===== src/rtl/djs130_tti_buf.sv =====
// djs130_tti_buf: buffered teletype-input controller for the DJS130 I/O bus.
// Keyboard chars go into a FIFO and are handed to the CPU one per Start command.
//
// Ports:
//   clk         system clock, rising edge
//   rst_1       async active-high reset
//   i_ZZ0       sync program reset (IORST)
//   i_dev_KZ    bus strobes: [3]=DIA [6]=S [7]=C [8]=MSK
//   i_msk_bit   interrupt-disable value for MSK
//   i_write     keyboard push strobe
//   i_data      keyboard character
//   o_dev_ZT    {busy, done}
//   o_dev_ZDQQ  interrupt request
//   o_dev_DMS   device code
//   o_dev_SC    data bus, r_A while DIA
//   o_overrun   sticky dropped-push flag
//   o_level     FIFO occupancy
module djs130_tti_buf #(
    parameter logic [5:0] DMS    = 6'o10,
    parameter int         DATA_W = 8,
    parameter int         DEPTH  = 16,
    parameter int         AW     = 4,
    parameter bit         MAP_EN = 1'b1
) (
    input  logic              clk,
    input  logic              rst_1,
    input  logic              i_ZZ0,
    input  logic [8:0]        i_dev_KZ,
    input  logic              i_msk_bit,
    input  logic              i_write,
    input  logic [DATA_W-1:0] i_data,
    output logic [1:0]        o_dev_ZT,
    output logic              o_dev_ZDQQ,
    output logic [5:0]        o_dev_DMS,
    output logic [15:0]       o_dev_SC,
    output logic              o_overrun,
    output logic [AW:0]       o_level
);

    localparam int LW = AW + 1;

    typedef enum logic [1:0] {
        ST_IDLE = 2'd0,
        ST_BUSY = 2'd1,
        ST_DONE = 2'd2
    } state_t;

    state_t            state_q, state_d;
    logic              busy_q, busy_d;
    logic              done_q, done_d;
    logic              mask_q, mask_d;
    logic              ovr_q, ovr_d;
    logic [DATA_W-1:0] ra_q, ra_d;
    logic [AW-1:0]     head_q, head_d;
    logic [AW-1:0]     tail_q, tail_d;
    logic [LW-1:0]     level_q, level_d;
    logic [DATA_W-1:0] mem_q [DEPTH];

    logic              kz_dia;
    logic              kz_s;
    logic              kz_c;
    logic              kz_msk;
    logic              full;
    logic              empty;
    logic              pop;
    logic              push;
    logic              drop;
    logic [DATA_W-1:0] wr_data;
    logic              unused_kz;

    assign kz_dia = i_dev_KZ[3];
    assign kz_s   = i_dev_KZ[6];
    assign kz_c   = i_dev_KZ[7];
    assign kz_msk = i_dev_KZ[8];

    // Strobes this controller does not decode.
    assign unused_kz = ^{i_dev_KZ[5:4], i_dev_KZ[2:0]};

    // Optional keyboard translation: BS -> DEL, CR -> LF.
    always_comb begin
        wr_data = i_data;
        if (MAP_EN) begin
            if (i_data == DATA_W'(8)) begin
                wr_data = DATA_W'(127);
            end else if (i_data == DATA_W'(13)) begin
                wr_data = DATA_W'(10);
            end
        end
    end

    assign full  = (level_q == LW'(DEPTH));
    assign empty = (level_q == '0);

    // A pop only happens on a quiet BUSY cycle; C or S that cycle take over.
    assign pop  = (state_q == ST_BUSY) && !empty && !kz_c && !kz_s;
    // A full FIFO still accepts a push when the head leaves the same cycle.
    assign push = i_write && (!full || pop);
    assign drop = i_write && full && !pop;

    always_comb begin
        state_d = state_q;
        ra_d    = ra_q;
        mask_d  = mask_q;
        ovr_d   = ovr_q;
        head_d  = head_q;
        tail_d  = tail_q;
        level_d = level_q;

        if (kz_c) begin
            state_d = ST_IDLE;
        end else if (kz_s) begin
            state_d = ST_BUSY;
        end else if (pop) begin
            state_d = ST_DONE;
        end

        if (pop) begin
            ra_d   = mem_q[head_q];
            head_d = head_q + AW'(1);
        end

        if (push) begin
            tail_d = tail_q + AW'(1);
        end

        case ({push, pop})
            2'b10:   level_d = level_q + LW'(1);
            2'b01:   level_d = level_q - LW'(1);
            default: level_d = level_q;
        endcase

        if (kz_c) begin
            ovr_d = 1'b0;
        end
        if (drop) begin
            ovr_d = 1'b1;
        end

        if (kz_msk) begin
            mask_d = i_msk_bit;
        end

        // Program reset behaves like rst_1, but on the clock edge.
        if (i_ZZ0) begin
            state_d = ST_IDLE;
            ra_d    = '0;
            mask_d  = 1'b0;
            ovr_d   = 1'b0;
            head_d  = '0;
            tail_d  = '0;
            level_d = '0;
        end

        busy_d = (state_d == ST_BUSY);
        done_d = (state_d == ST_DONE);
    end

    always_ff @(posedge clk or posedge rst_1) begin
        if (rst_1) begin
            state_q <= ST_IDLE;
            busy_q  <= 1'b0;
            done_q  <= 1'b0;
            mask_q  <= 1'b0;
            ovr_q   <= 1'b0;
            ra_q    <= '0;
            head_q  <= '0;
            tail_q  <= '0;
            level_q <= '0;
        end else begin
            state_q <= state_d;
            busy_q  <= busy_d;
            done_q  <= done_d;
            mask_q  <= mask_d;
            ovr_q   <= ovr_d;
            ra_q    <= ra_d;
            head_q  <= head_d;
            tail_q  <= tail_d;
            level_q <= level_d;
        end
    end

    // Storage needs no reset: pointers and level define what is valid.
    always_ff @(posedge clk) begin
        if (push && !i_ZZ0) begin
            mem_q[tail_q] <= wr_data;
        end
    end

    assign o_dev_ZT   = {busy_q, done_q};
    assign o_dev_ZDQQ = done_q & ~mask_q;
    assign o_dev_DMS  = DMS;
    assign o_dev_SC   = kz_dia ? {{(16 - DATA_W){1'b0}}, ra_q} : 16'h0000;
    assign o_overrun  = ovr_q;
    assign o_level    = level_q;

endmodule

===== config.mk =====
export PLATFORM = sky130hd
export DESIGN_NAME = djs130_tti_buf
export DESIGN_NICKNAME = d
export VERILOG_FILES = /design/src/rtl/djs130_tti_buf.sv
export SDC_FILE = /design/constraint.sdc
export NUM_CORES = 1
export LEC_CHECK = 0
export CORE_ASPECT_RATIO = 0.75
export CORE_MARGIN = 4
export CORE_UTILIZATION = 53
export DETAILED_ROUTE_END_ITERATION = 16
export PLACE_DENSITY = 0.82
export SYNTH_ARGS = -nofsm -noshare
export SYNTH_HDL_FRONTEND = slang
export SYNTH_SLANG_ARGS = --single-unit
export TNS_END_PERCENT = 10

===== constraint.sdc =====
create_clock -name clk -period 3.1 [get_ports clk]
set_input_delay 0.31 -clock clk [delete_from_list [all_inputs] [get_ports clk]]
set_output_delay 0.31 -clock clk [all_outputs]
set_load 0.02 [all_outputs]

# --- Word level (Yosys, flattened, before mapping) ---
# Memory sizes are Yosys's and may differ from the RTL's.
# Index checks and enable logic that the tools add are counted.
word_totals:
  n_memories: 1
  ram_bits: 128
  reg_bits: 27
  output_inout_bits: 31
  input_bits: 22
memory_table:
  columns: ["name", "depth", "word_bits", "rd", "rd_ports_with_merged_regs", "write_ports", "line", "text"]
  rows:
  - ["mem_q", 16, 8, 1, 0, 1, "57", "logic [DATA_W-1:0] mem_q [DEPTH];"]
classes:
  n_reduce_logical: 20
  add_sub_neg: 4
  bitwise: 2
  mux: 22
  n_eq_ne: 8
op_table:
  columns: ["cell", "n"]
  rows:
  - ["$mux W8", 5]
  - ["$eq A8 B4 Y1 const B", 2]
  - ["$mux W4", 4]
  - ["$pmux W5 S2", 1]
  - ["$add A4 B1 Y4 const B", 2]
  - ["$mux W2", 4]
  - ["$logic_and A1 B1 Y1", 7]
  - ["$mux W1", 7]
  - ["$eq A2 B1 Y1 const B", 3]
  - ["$logic_not A1 Y1", 6]
  - ["$reduce_bool A2 Y1", 3]
  - ["$reduce_bool A3 Y1", 2]
  - ["$add A5 B1 Y5 const B", 1]
  - ["$eq A5 B5 Y1 const B", 1]
  - ["$logic_not A5 Y1", 1]
  - ["$mux W5", 1]
  - ["$sub A5 B1 Y5 const B", 1]
  - ["$eq A2 B2 Y1 const B", 2]
  - ["$and A1 B1 Y1", 1]
  - ["$logic_or A1 B1 Y1", 1]
  - ["$not A1 Y1", 1]

# --- Logic depth before layout (Yosys ltp) ---
# Gate-level depths: netlist of the first run.
logic_depth:
  word_depth: 10
  depth_mapped: 10

# --- Worst setup path before layout of the first run ---
# OpenSTA, ideal clock, no wires.
synth_timing:
  path_type: "register to register"
  start: "register level_q[2], in the netlist o_level[2]"
  end: "register level_q[4], in the netlist o_level[4]"
  required_time_ns: 3.012
  setup_slack_ns: 0.485
  path_buffers: 1
  synth_period_minus_slack_ns: 2.615
  setup_time_ns: 0.088
  arrival_ns: 2.527
  path_stages_with_launch: 11
  path_cell_list: "dfrtp_1 clkbuf_1 nor4_2 a211oi_4 xor2_1 ha_1 a31oi_1 o31ai_1 a31o_2 o21ai_0 nor3b_1"
synth_between:
  elab_chain_len: 10
  elab_cells_between_ends: 16
synth_lines:
  columns: ["element", "line", "text"]
  rows:
  - ["start: declaration", "56", "logic [LW-1:0] level_q, level_d;"]
  - ["start signal: assignment", "178", "level_q <= level_d;"]
  - ["$logic_not A5 Y1", "92", "assign empty = (level_q == '0);"]
  - ["$logic_not A1 Y1", "95", "assign pop = (state_q == ST_BUSY) && !empty && !kz_c && !kz_s;"]
  - ["$logic_and A1 B1 Y1 (3 in a row)", "95", null]
  - ["$logic_or A1 B1 Y1", "97", "assign push = i_write && (!full || pop);"]
  - ["$logic_and A1 B1 Y1", "97", null]
  - ["$eq A2 B1 Y1 or $eq A2 B2 Y1 (tied branches)", "126", "case ({push, pop})"]
  - ["$pmux W5 S2", "126", null]
  - ["$mux W5", "144", "if (i_ZZ0) begin"]
# Several ways; a longest one is shown, not always the timed one.
# A chain may end at the register's enable or synchronous reset.

# --- Worst setup path after layout of the first run ---
layout_timing:
  start: "register state_q[1]"
  end: "register level_q[4], in the netlist o_level[4]"
layout_between:
  elab_chain_len: 9
  elab_cells_between_ends: 11
layout_lines:
  columns: ["element", "line", "text"]
  rows:
  - ["start: declaration", "48", "state_t state_q, state_d;"]
  - ["start signal: assignment", "170", "state_q <= state_d;"]
  - ["$eq A2 B1 Y1 (*)", "95", null]
  - ["$logic_and A1 B1 Y1 (*) (3 in a row)", "95", null]
  - ["$logic_or A1 B1 Y1", "97", null]
  - ["$logic_and A1 B1 Y1", "97", null]
  - ["$eq A2 B1 Y1 or $eq A2 B2 Y1 (tied branches)", "126", null]
  - ["$pmux W5 S2", "126", null]
  - ["$mux W5", "144", null]
# Every way passes the cells marked *; elsewhere a longest branch is shown, timed or not.

==> summary.txt, run 1 <==
Timing
  – Fmax: 376 MHz
  – Least-Margin Pin Slew: 733 ps
  – Worst clock skew: 5.87 ps
  – TNS Setup: 0 ps
  – RSZ-0062 raised after global routing: no
  – Final Critical Period: 2660 ps
  – Slew Limit Headroom: 51.1%
  – Count of pins over their slew limit: 0
  – Final Hold Vio Count: 0
  – Finish-stage setup viols: 0
  – Fin crit share: 85.8%

Place
  – Buffers on Ports: 33
  – GPL Wtd Cong: 0.805
  – Dpl cell area: 7190 um2
  – DP HPWL: 8460 um
  – Post-placement cell count: 597

Finish
  – Fraction of layout instances using a drive strength above 1: 22.9%
  – Fill count: 773
  – Ant diodes: 0
  – Final #Nets: 483
  – Area Overhead vs Synth: 18.5%
  – Final instance area: 7800 um2
  – Final Non-Filler Cells: 629

Synth
  – Simple-Gate Fraction of Synth Area: 7.43%
  – Synth top area cells: edfxtp_1 58%, mux4_2 14%, dfrtp_1 10%, nor2_1 2.0%, buf_4 1.8%
  – EDFF count, synth: 128
  – Yosys warning count: 0
  – Post-synth top flop: edfxtp_1
  – Post-synthesis mux area share: 14.3%
  – Flops & latches, synth: 155
  – Most instantiated cells after synthesis: 128 x edfxtp_1, 40 x mux4_2, 35 x nor2_1, 30 x nand2_1, 27 x dfrtp_1
  – Syn avg cell area: 16.6 um2
  – Post-Synthesis Cells: 397
  – Most frequent cell after synthesis: edfxtp_1
  – Post-synthesis sequential area ratio: 68.6%
  – Yosys cell types: 41
  – Post-Syn Area: 6580 um2
  – Post-Synth XOR/XNOR Area: 1.33%
  – Ys async rst share: 17.4%
  – Post-synth top area share: 58.4%
  – Main combinational cell family by area after synthesis: multiplexers
  – Synth area leader: edfxtp_1
  – Adder-cell area share of the yosys netlist: 1.33%
  – Compound-Gate Fraction of Synth Area: 3.34%

Power
  – Reg power frac: 49.2%
  – Cell Pwr Density: 599 nW/um2
  – Gate power share: 5.2%
  – Pwr Total: 4680 uW
  – Sw Ratio: 20.6%
  – Cell leakage power: 0.00267 uW
  – Peak supply drop: 0.446 mV
  – Int Power: 3710 uW
  – Net Sw Power: 961 uW
  – Clock network power share: 45.6%

Die
  – Row Count: 34
  – Core ar.: 11900 um2
  – Die width: 137 um
  – Die Ht: 105 um
  – Starting Density: 55.5%
  – Die area: 14300 um2
  – # IOs: 53

CTS
  – Post-CTS Hold Buffers: 0
  – Clk buf depth: 2
  – Resized Gates After CTS: 0
  – Clock Latency Late Sink: 420 ps
  – TritonCTS clock tree: yes
  – Reg clk slew, reported paths: 60 ps
  – Clock Root Buffer: clkbuf_16
  – Postcts setup bufs: 0
  – TritonCTS Buffers: 17
  – # clock sinks: 155
  – CTS H-tree depth: 4

Routing
  – DR WL/cell: 21.3 um
  – Wire length on met2: 6430 um
  – DR top layer: met4
  – Met1 WL: 5910 um
  – Drt pass-1 iters: 5
  – DRT iter0 DRCs: 472
  – DRC: 0
  – Via Count: 3611
  – Routed vias/inst: 5.74
  – Post-route ant nets: 0
  – Total wire length: 13400 um
  – Met3 wire len: 910 um

Critical path
  – CP Data Required Time: 3440 ps
  – Kind of end point of the critical path: register
  – R2R cell count: 8
  – Critical path arrival: 3000 ps
  – Startpoint types: register
  – CP Class: register to register
  – Worst-path fanout max: 4

Worst hold path
  – Hold WC Path Type: primary input to asynchronous set/reset pin

Global routing
  – Global-route wire length before repair: 20700 um
  – Initial antenna violation count: 0
  – Largest net degree at the start of global routing: 36
  – Overall Global Routing Usage: 19.9%
  – Number of global-route vias before repair: 3617
  – Total gr overflow: 0

Status
  – Run status: finished, final reports clean

Job
  – Max Cap Violations: 0
## worst paths after layout
check	endpoint	start	slack [ps]
max	o_level[4]	state_q[1]	440
min	head_q[3]	rst_1	240
max reg2reg	o_level[4]	state_q[1]	440
min reg2reg	ra_q[5]	ra_q[5]	520
max in group asynchronous	tail_q[1]	rst_1	2270
min in group clk	mask_q	i_msk_bit	520
## cells in the final DEF (no fill, tap or decap), types with 2 or more instances in the layout
cell / netlist / routed
a21oi_1: 17 / 17
a31oi_1: 2 / 2
and2_1: 9 / 9
buf_4: 16 / 29
bufinv_16: 0 / 4
clkbuf_1: 11 / 2
clkbuf_16: 0 / 17
clkdlybuf4s50_1: 0 / 33
clkinv_2: 0 / 4
clkinvlp_4: 0 / 3
conb_1: 2 / 14
dfrtp_1: 27 / 26
edfxtp_1: 128 / 128
ha_1: 7 / 7
inv_1: 6 / 6
mux2i_1: 3 / 3
mux4_2: 40 / 40
nand2_1: 30 / 30
nand2b_1: 6 / 6
nand3b_1: 2 / 2
nand4_1: 3 / 3
nor2_1: 35 / 35
nor2b_1: 3 / 3
nor3_1: 3 / 3
nor4_1: 3 / 3
o21a_1: 2 / 2
o21ai_0: 4 / 4
o31ai_1: 2 / 2
or3_1: 3 / 3
xnor2_1: 3 / 3
xor2_1: 7 / 7
## power groups by stage
stage | logic [uW] | clock network, uW | registers, uW
global placement | 231 | 0 | 2340
floorplan | 155 | 0 | 2340
CTS | 242 | 2150 | 2300
finish | 242 | 2130 | 2300
detailed placement | 240 | 0 | 2340
global route | 262 | 2260 | 2300
## cells by family after synthesis
group | after synthesis
adders and majority gates | 7
other | 2
xor gates and xnor gates | 10
buffers and inverters | 43
AOI/OAI and AO/OA | 34
muxes | 44
DFF | 155
and+or+nand+nor | 102
## flip-flops by register name (all words and copies together), names as in the netlist
register	cells
busy_q	1
done_q	1
head_q	4
mask_q	1
mem_q	128
o_level	5
o_overrun	1
ra_q	8
state_q	2
tail_q	4
## stage by stage
step	hold WS (ps)	setup slack, ps	util [%]
finish	239	439	65.7
CTS	251	457	65.7
floorplan	363	485	-
global route	286	325	65.7
global placement	507	270	60.6
detailed placement	512	217	60.6
## layer usage
metal	up-vias	track usage, %
met5	-	0
met4	0	4.68
met3	19	5.71
met2	130	29.6
met1	1865	29.7
li1	1597	-
## worst max-delay path, cell delays in order, from the launching register on
cell,delay (ps)
dfrtp_1,400
or4b_4,570
a211oi_4,370
ha_1,370
a31oi_1,260
o31ai_1,130
a31o_2,240
o21ai_0,60
nor3b_1,180
## final cells by class
| type | instances | area, um2 | area share [%] |
|---|---|---|---|
| well taps | 162 | 203 | 2.60 |
| inverters | 6 | 22.5 | 0.289 |
| multi-input cells | 211 | 1880 | 24.1 |
| clock buffers | 19 | 433 | 5.55 |
| clock inverters | 13 | 175 | 2.25 |
| flip-flops and latches | 155 | 4520 | 57.9 |
| repair buffers | 63 | 568 | 7.28 |
Note: power is estimated with default switching activity, not from simulation.
==> inputs of run 2 (changes only) <==
Settings changed: ABC_AREA from default to 1, PLACE_DENSITY 0.82 to 0.81.
==> summary.txt, run 2 <==
Status
  – Run status: finished, final reports clean

Finish
  – Largest Register: mem_q
  – Area Overhead vs Synth: 14.6%
  – Fraction of layout instances using a drive strength above 1: 9.14%
  – Commonest non-fill, non-tap cells in the layout: 128 x edfxtp_1, 126 x nor2_1, 74 x nand2_1
  – Max reg flops: 128
  – Final #Nets: 694
  – Final Non-Filler Cells: 844
  – Most common cell after layout, fill and taps aside: edfxtp_1
  – Fill count: 906
  – Ant diodes: 0

CTS
  – TritonCTS clock tree: yes
  – Clk buf depth: 2
  – Reg clk slew, reported paths: 60 ps
  – Clock Root Buffer: clkbuf_16
  – Resized Gates After CTS: 0
  – CTS H-tree depth: 4
  – # clock sinks: 155
  – Postcts setup bufs: 0
  – Post-CTS Hold Buffers: 0
  – TritonCTS Buffers: 17
  – Clock Latency Late Sink: 420 ps

Synth
  – EDFF count, synth: 128
  – Yosys cell types: 37
  – Post-Syn Area: 6860 um2
  – Most instantiated cells after synthesis: 128 x edfxtp_1, 126 x nor2_1, 74 x nand2_1, 69 x o21ai_0, 38 x nand3_1
  – Ys async rst share: 17.4%
  – Post-synth top area share: 56.0%
  – Synth area leader: edfxtp_1
  – Yosys warning count: 0
  – Post-Synthesis Cells: 628
  – Syn avg cell area: 10.9 um2
  – Flops & latches, synth: 155
  – Post-synthesis sequential area ratio: 65.8%
  – Post-synth top flop: edfxtp_1
  – Synth top area cells: edfxtp_1 56%, dfrtp_1 9.8%, nor2_1 6.9%, o21ai_0 5.0%, nand2_1 4.0%
  – Most frequent cell after synthesis: edfxtp_1

Power
  – Gate power share: 5.8%
  – Sw Ratio: 21.4%
  – Cell Pwr Density: 579 nW/um2
  – Net Sw Power: 976 uW
  – Int Power: 3580 uW
  – Clock network power share: 43.6%
  – Reg power frac: 50.5%
  – Peak supply drop: 0.444 mV
  – Cell leakage power: 0.00299 uW

Critical path
  – Worst-path fanout max: 6
  – CP Class: register to register
  – Startpoint types: register
  – R2r endpoint: o_level[4]
  – R2R cell count: 11
  – Kind of end point of the critical path: register
  – CP Data Required Time: 3400 ps
  – RR Startpoint: o_level[0]
  – R2R Setup Slk: 1040 ps
  – Critical path arrival: 2370 ps

Timing
  – TNS Setup: 0 ps
  – Least-Margin Pin Slew: 1070 ps
  – RSZ-0062 raised after global routing: no
  – Final Hold Vio Count: 0
  – Final Critical Period: 2060 ps
  – Slew Limit Headroom: 28.9%
  – Fmax: 484 MHz
  – Worst clock skew: 9.07 ps
  – Count of pins over their slew limit: 0
  – Fin crit share: 66.6%
  – Finish-stage setup viols: 0

Routing
  – DRT iter0 DRCs: 562
  – Routed vias/inst: 5.74
  – Drt pass-1 iters: 5
  – DRC: 0
  – Via Count: 4847
  – DR WL/cell: 18.3 um
  – Total wire length: 15400 um
  – Post-route ant nets: 0

Place
  – DP HPWL: 9560 um
  – GPL Wtd Cong: 0.838
  – Post-placement cell count: 812
  – Buffers on Ports: 33

Global routing
  – Overall Global Routing Usage: 21.6%
  – Total gr overflow: 0
  – Initial antenna violation count: 0
  – Largest net degree at the start of global routing: 68
  – Global-route wire length before repair: 24500 um
  – Number of global-route vias before repair: 4716

Die
  – Die width: 139 um
  – Die area: 14900 um2
  – Row Count: 35
  – Core ar.: 12500 um2
  – Starting Density: 55.0%
  – Die Ht: 107 um
  – # IOs: 53

Job
  – Max Cap Violations: 0

Worst hold path
  – Hold WC Path Type: primary input to asynchronous set/reset pin
run 2: kinds of logic after synthesis:
logic type               count (synthesis)  share of synthesized area [%]
AND/OR/NAND/NOR                        260                           16.2
flip-flops                             155                           65.8
AO/OA/AOI/OAI                          112                           9.48
buffers and inverters                   90                           6.85
adder cells (fa/ha/maj)                  7                           1.28
XOR/XNOR                                 2                          0.255
other                                    2                          0.109
run 2: stage by stage:
stage | utilization (%) | worst slack (ps) | total power [uW] | hold WS [ps] | instance area, um2
2_1_floorplan | - | 1310 | 2520 | 363 | 6910
6_report | 63.0 | 1040 | 4550 | 456 | 7870
3_3_place_gp | 58.5 | 699 | 2590 | 482 | 7300
3_5_place_dp | 58.5 | 616 | 2600 | 488 | 7300
4_1_cts | 63.0 | 1040 | 4560 | 446 | 7870
5_1_grt | 63.0 | 811 | 4690 | 493 | 7870
run 2: power groups by stage:
stage / Combinational, uW / Sequential, uW / Clock [uW]
2_1_floorplan: 170 / 2350 / 0
3_3_place_gp: 244 / 2340 / 0
3_5_place_dp: 257 / 2340 / 0
4_1_cts: 263 / 2300 / 1990
5_1_grt: 290 / 2300 / 2090
6_report: 265 / 2300 / 1990
run 2: worst max-delay path by stage:
stage	startpoint	end	slack [ps]
6_report	o_level[0]	o_level[4]	1040
5_1_grt	o_level[0]	o_level[4]	810
4_1_cts	state_q[1]	mem_q[11][2]	1040
3_3_place_gp	i_dev_KZ[6]	mem_q[11][5]	700
3_5_place_dp	i_dev_KZ[6]	mem_q[11][7]	620
2_1_floorplan	o_level[3]	o_level[4]	1310
run 2: final cells by class:
class	instances	area [um2]	area share [%]
flip-flops and latches	155	4520	57.4
multi-input cells	395	1920	24.4
clock buffers	25	507	6.44
repair buffers	54	488	6.20
well taps	166	208	2.64
inverters	42	163	2.07
clock inverters	7	65.1	0.827
run 2: layer usage:
metal	up-vias	GRT usage, %	part of all wire [%]
li1	2224	-	-
met1	2375	27.5	40
met2	217	36.1	50
met3	31	5.31	8.1
met4	0	7.96	1.9
met5	-	0	0
run 2: worst max-delay path: stages, from the launching register on:
cell and delay (ps):
dfrtp_1 430, nor2_1 200, nand3_2 170, nand3_2 180
inv_1 60, ha_1 320, inv_1 110, nor2_1 60
nor2_1 130, nand3b_1 100, nand3_1 100, nand2_1 80
==> inputs of run 3 (changes only) <==
Clock period 3.1 ns to 1.9 ns, I/O delays scaled along.
==> summary.txt, run 3 (same netlist as run 2, synthesis figures left out) <==
Status
  – Run status: finished, final reports clean

CTS
  – Reg clk slew, reported paths: 60 ps
  – Clk buf depth: 2
  – TritonCTS Buffers: 17
  – Post-CTS Hold Buffers: 0
  – CTS H-tree depth: 4
  – Clock Latency Late Sink: 420 ps
  – Clock Root Buffer: clkbuf_16
  – # clock sinks: 155
  – TritonCTS clock tree: yes

Routing
  – DR WL/cell: 18.6 um
  – Routed vias/inst: 5.66
  – Wire length on met2: 7890 um
  – Met1 WL: 6540 um
  – Post-route ant nets: 0
  – DRC: 0
  – Met3 wire len: 1320 um
  – DRT iter0 DRCs: 614
  – Via Count: 4910
  – Drt pass-1 iters: 5
  – Total wire length: 16100 um
  – DR top layer: met4

Critical path
  – CP max stage delay: 450 ps
  – Critical path's top delay family: simple AND/OR/NAND/NOR gates
  – Kind of end point of the critical path: register
  – Startpoint types: register
  – Critical path arrival: 2100 ps
  – R2R Setup Slk: 110 ps
  – Worst-path fanout max: 5
  – CP cell instances: nor2_4 -> nand3_2 -> nand3_2 -> inv_1 -> ha_1 -> inv_1 -> nor2_1 -> nor2_1 -> nand3b_1 -> nand3_1 -> nand2_1
  – CP Class: register to register
  – Worst Path Buf+Inv: 2
  – Worst path depth: 11
  – CP Data Required Time: 2210 ps
  – Crit path max-delay cell type: dfrtp_2
  – R2R cell count: 11

Power
  – Peak supply drop: 1.09 mV
  – Cell leakage power: 0.00317 uW
  – Reg power frac: 47.4%
  – Pwr Total: 7940 uW
  – Sw Ratio: 20.5%
  – Clock network power share: 46.3%
  – Gate power share: 6.3%
  – Cell Pwr Density: 964 nW/um2
  – Int Power: 6320 uW
  – Net Sw Power: 1620 uW

Place
  – GPL Wtd Cong: 0.874
  – DP HPWL: 10200 um
  – Buffers on Ports: 33
  – Dpl cell area: 7540 um2

Die
  – Die area: 14900 um2
  – Starting Density: 55.0%
  – Die Ht: 107 um
  – Row Count: 35
  – Die width: 139 um
  – Core ar.: 12500 um2
  – # IOs: 53

Finish
  – Commonest non-fill, non-tap cells in the layout: 128 x edfxtp_1, 124 x nor2_1, 73 x nand2_1
  – Max reg flops: 128
  – Final #Nets: 717
  – Largest Register: mem_q
  – Area Overhead vs Synth: 20.0%
  – Final core occ: 66.0%
  – Ant diodes: 0
  – Fraction of layout instances using a drive strength above 1: 13.6%
  – Final instance area: 8240 um2
  – Most common cell after layout, fill and taps aside: edfxtp_1

Global routing
  – Number of global-route vias before repair: 4765
  – Total gr overflow: 0
  – Global-route wire length before repair: 25100 um
  – Largest net degree at the start of global routing: 68
  – Initial antenna violation count: 0
  – Overall Global Routing Usage: 22.1%

Timing
  – Final Hold Vio Count: 0
  – Finish-stage setup viols: 0
  – Final Critical Period: 1790 ps
  – Fmax: 559 MHz
  – Worst clock skew: 10.1 ps
  – Least-Margin Pin Slew: 506 ps
  – Slew Limit Headroom: 66.2%
  – Fin crit share: 94.2%
  – Count of pins over their slew limit: 0
  – RSZ-0062 raised after global routing: yes

Job
  – Max Cap Violations: 0

Worst hold path
  – Hold WC Path Type: primary input to asynchronous set/reset pin
-- run 3: worst paths after layout --
path	start	to
worst max-delay path	o_level[0]	o_level[4]
worst min-delay path	rst_1	o_level[4]
max in group asynchronous	rst_1	head_q[0]
min in group clk	i_msk_bit	mask_q
worst max register to register	o_level[0]	o_level[4]
worst min register to register	ra_q[5]	ra_q[5]
-- run 3: layout make-up --
class	instances	area, um2
clock buffer	21	460
clock inverter	11	193
fill	856	4240
inverter	42	163
multi-input combinational	395	1930
sequential	155	4520
tap	166	208
timing repair buffer	76	753
timing repair inverter	1	5.00
-- run 3: stage by stage --
step	std cells	setup TNS, ps	hold slack, ps	setup slack [ps]
after floorplan	640	0	243	112
after global placement	831	-12.1	482	-12.1
after detailed placement	831	-1050	489	-71.2
after CTS	863	0	152	10.6
after global routing	867	-25.2	200	-25.2
final	867	0	152	110
-- run 3: tightest hold or removal path, cell delays in order --
cell and delay (ps):
clkdlybuf4s50_1 400, inv_1 50, buf_4 330
-- run 3: what timing repair did --
action	in CTS	in global routing
resized for setup	0	9
setup endpoints to repair	0	5
buffers inserted	0	3
-- run 3: layer usage --
layer / GRT usage, % / up-vias
met2: 35.5 / 256
li1: - / 2268
met1: 30.1 / 2355
met5: 0 / -
met3: 4.90 / 31
met4: 7.40 / 0
-- run 3: power groups by stage --
| stage | Clock [uW] | Sequential (uW) | Combinational (uW) |
|---|---|---|---|
| 4_1_cts | 3700 | 3750 | 465 |
| 5_1_grt | 3870 | 3760 | 547 |
| 6_report | 3680 | 3760 | 501 |
| 3_3_place_gp | 0 | 3820 | 441 |
| 2_1_floorplan | 0 | 3830 | 278 |
| 3_5_place_dp | 0 | 3820 | 459 |
==> variant (settings of run 2) <==
The parameter `MAP_EN` goes from 1'b1 to 1'b0.
--- a/src/rtl/djs130_tti_buf.sv
+++ b/src/rtl/djs130_tti_buf.sv
@@ -20,7 +20,7 @@
     parameter int         DATA_W = 8,
     parameter int         DEPTH  = 16,
     parameter int         AW     = 4,
-    parameter bit         MAP_EN = 1'b1
+    parameter bit         MAP_EN = 1'b0
 ) (
     input  logic              clk,
     input  logic              rst_1,
Check against the original RTL: not equivalent (Yosys sat finds a counterexample within 4 cycles, from zero or initial values and one cycle with rst_1 high).
==> variant against run 2 <==
- sequential cell count unchanged
- setup slack got worse by 0.0017 ns
- design area decreased by 0.72%
- total power increased by 5.3%
- final cell count decreased by 2.6%
- non-clock buffer count decreased by 9
- synthesized area decreased by 1.1%
- clock skew decreased by 0.0024 ns
- combinational power decreased by 7%
- sequential power about the same
- routed wire length decreased by 5.6%
- critical endpoint is now mem_q[15][0]$_DFFE_PP_
- largest cell class unchanged
- largest power group unchanged
- highest routed layer unchanged
==> variant: results (changes against run 2) <==
| Result | Value | Change |
|---|---|---|
| Result of the run | finished clean | unchanged |
| Setup Skew | 0.006649 ns | was 0.009072 ns |
| Num CTS Buffers | 17 | unchanged |
| Setup slack of the most critical reg-to-reg path | 1.03 ns | was 1.04 ns |
| Startpoint of the worst register-to-register path | state_q[1]$_DFF_PP0_ | was o_level[0]$_DFFE_PP0P_ |
| Part of the Yosys area used for sequential elements | 0.6659 | was 0.6584 |
| Pre-CTS worst setup slack | 0.6172 ns | was 0.6156 ns |
| Final GP Congestion | 0.8966 | was 0.8384 |
| Post-DP HPWL | 9186 um | was 9563 um |
| CP max stage delay | 0.60 ns | was 0.43 ns |
| Post-layout nets | 672 | was 694 |
| Global Route met3 Usage | 0.04676 | was 0.05306 |
| Cell leakage power | 2.961 nW | was 2.988 nW |
| Post-place instance area | 7164 um2 | was 7297 um2 |
| Smallest hold slack | 0.4591 ns | was 0.4561 ns |
| Average routed wire per standard cell | 17.73 um | was 18.29 um |
| Time the final worst path needs with I/O delays and setup | 2.066 ns | was 2.064 ns |
| Worst setup path endpoint | mem_q[15][0]$_DFFE_PP_ | was o_level[4]$_DFFE_PP0P_ |
| Total wire length after detailed routing | 14,570 um | was 15,430 um |
| Number of global-route vias before repair | 4,396 | was 4,716 |
| Post-placement cell count | 790 | was 812 |
| Leading cell type by number of instances after synthesis | sky130_fd_sc_hd__nor2_1 | was sky130_fd_sc_hd__edfxtp_1 |
| Met1 wire length | 6180 um | was 6167 um |
| FF-to-FF path depth | 7 | was 11 |
| Met2 routed WL | 7233 um | was 7717 um |
| Arrival time at the worst endpoint | 2.11 ns | was 2.37 ns |
| Wire length of the first global-routing pass | 23,230 um | was 24,490 um |
| Most numerous cell types in the synthesized netlist | sky130_fd_sc_hd__nor2_1, sky130_fd_sc_hd__edfxtp_1, sky130_fd_sc_hd__nand2_1 | was sky130_fd_sc_hd__edfxtp_1, sky130_fd_sc_hd__nor2_1, sky130_fd_sc_hd__nand2_1 |
| Mean instance size in the synthesized netlist | 11.09 um2 | was 10.93 um2 |
| Vias per cell | 5.596 | was 5.743 |
| Number of DRC violations after detailed-routing iteration 0 | 520 | was 562 |
| Global routing usage on met1 | 0.2771 | was 0.2747 |
| Critical path startpoint | state_q[1]$_DFF_PP0_ | was o_level[0]$_DFFE_PP0P_ |
| Global Route Usage Sum | 0.2046 | was 0.2157 |
| Top area cells in the synthesized netlist | sky130_fd_sc_hd__edfxtp_1, sky130_fd_sc_hd__dfrtp_1, sky130_fd_sc_hd__nor2_1 | unchanged |
| Number of library cell types mapped by synthesis | 36 | was 37 |
| Worst slew pin tran | 1.035 ns | was 1.066 ns |
| Total of fill cells in the finished design | 890 | was 906 |
-- variant: logic make-up after synthesis --
family,count (synthesis),synth area share
and+or+nand+nor,253,0.1578
AOI/OAI and AO/OA,112,0.09587
adders and majority gates,7,0.01291
buffers and inverters,81,0.06379
xor gates and xnor gates,2,0.002582
other,2,0.001107
DFF,155,0.6659
-- variant: final cells by class --
class	instances	area share
clock buffer	17	0.05445
multi-input combinational	388	0.2406
timing repair buffer	45	0.05381
inverter	36	0.01762
tap	166	0.02659
clock inverter	15	0.02851
sequential	155	0.5785
-- variant: critical path: cells and delay by family, from the launching register on --
| family | cells | cell delay (ns) |
|---|---|---|
| DFF | 1 | 0.39 |
| and+or+nand+nor | 6 | 1.25 |
| buffers and inverters | 1 | 0.06 |
-- variant: where the power goes --
| part | internal [W] | leakage, nW | switching (W) |
|---|---|---|---|
| sequential | 0.00228 | 1.52 | 0.0000161 |
| combinational | 0.0000755 | 1.13 | 0.000171 |
| clock | 0.00143 | 0.309 | 0.000819 |
| total | 0.00379 | 2.96 | 0.00101 |
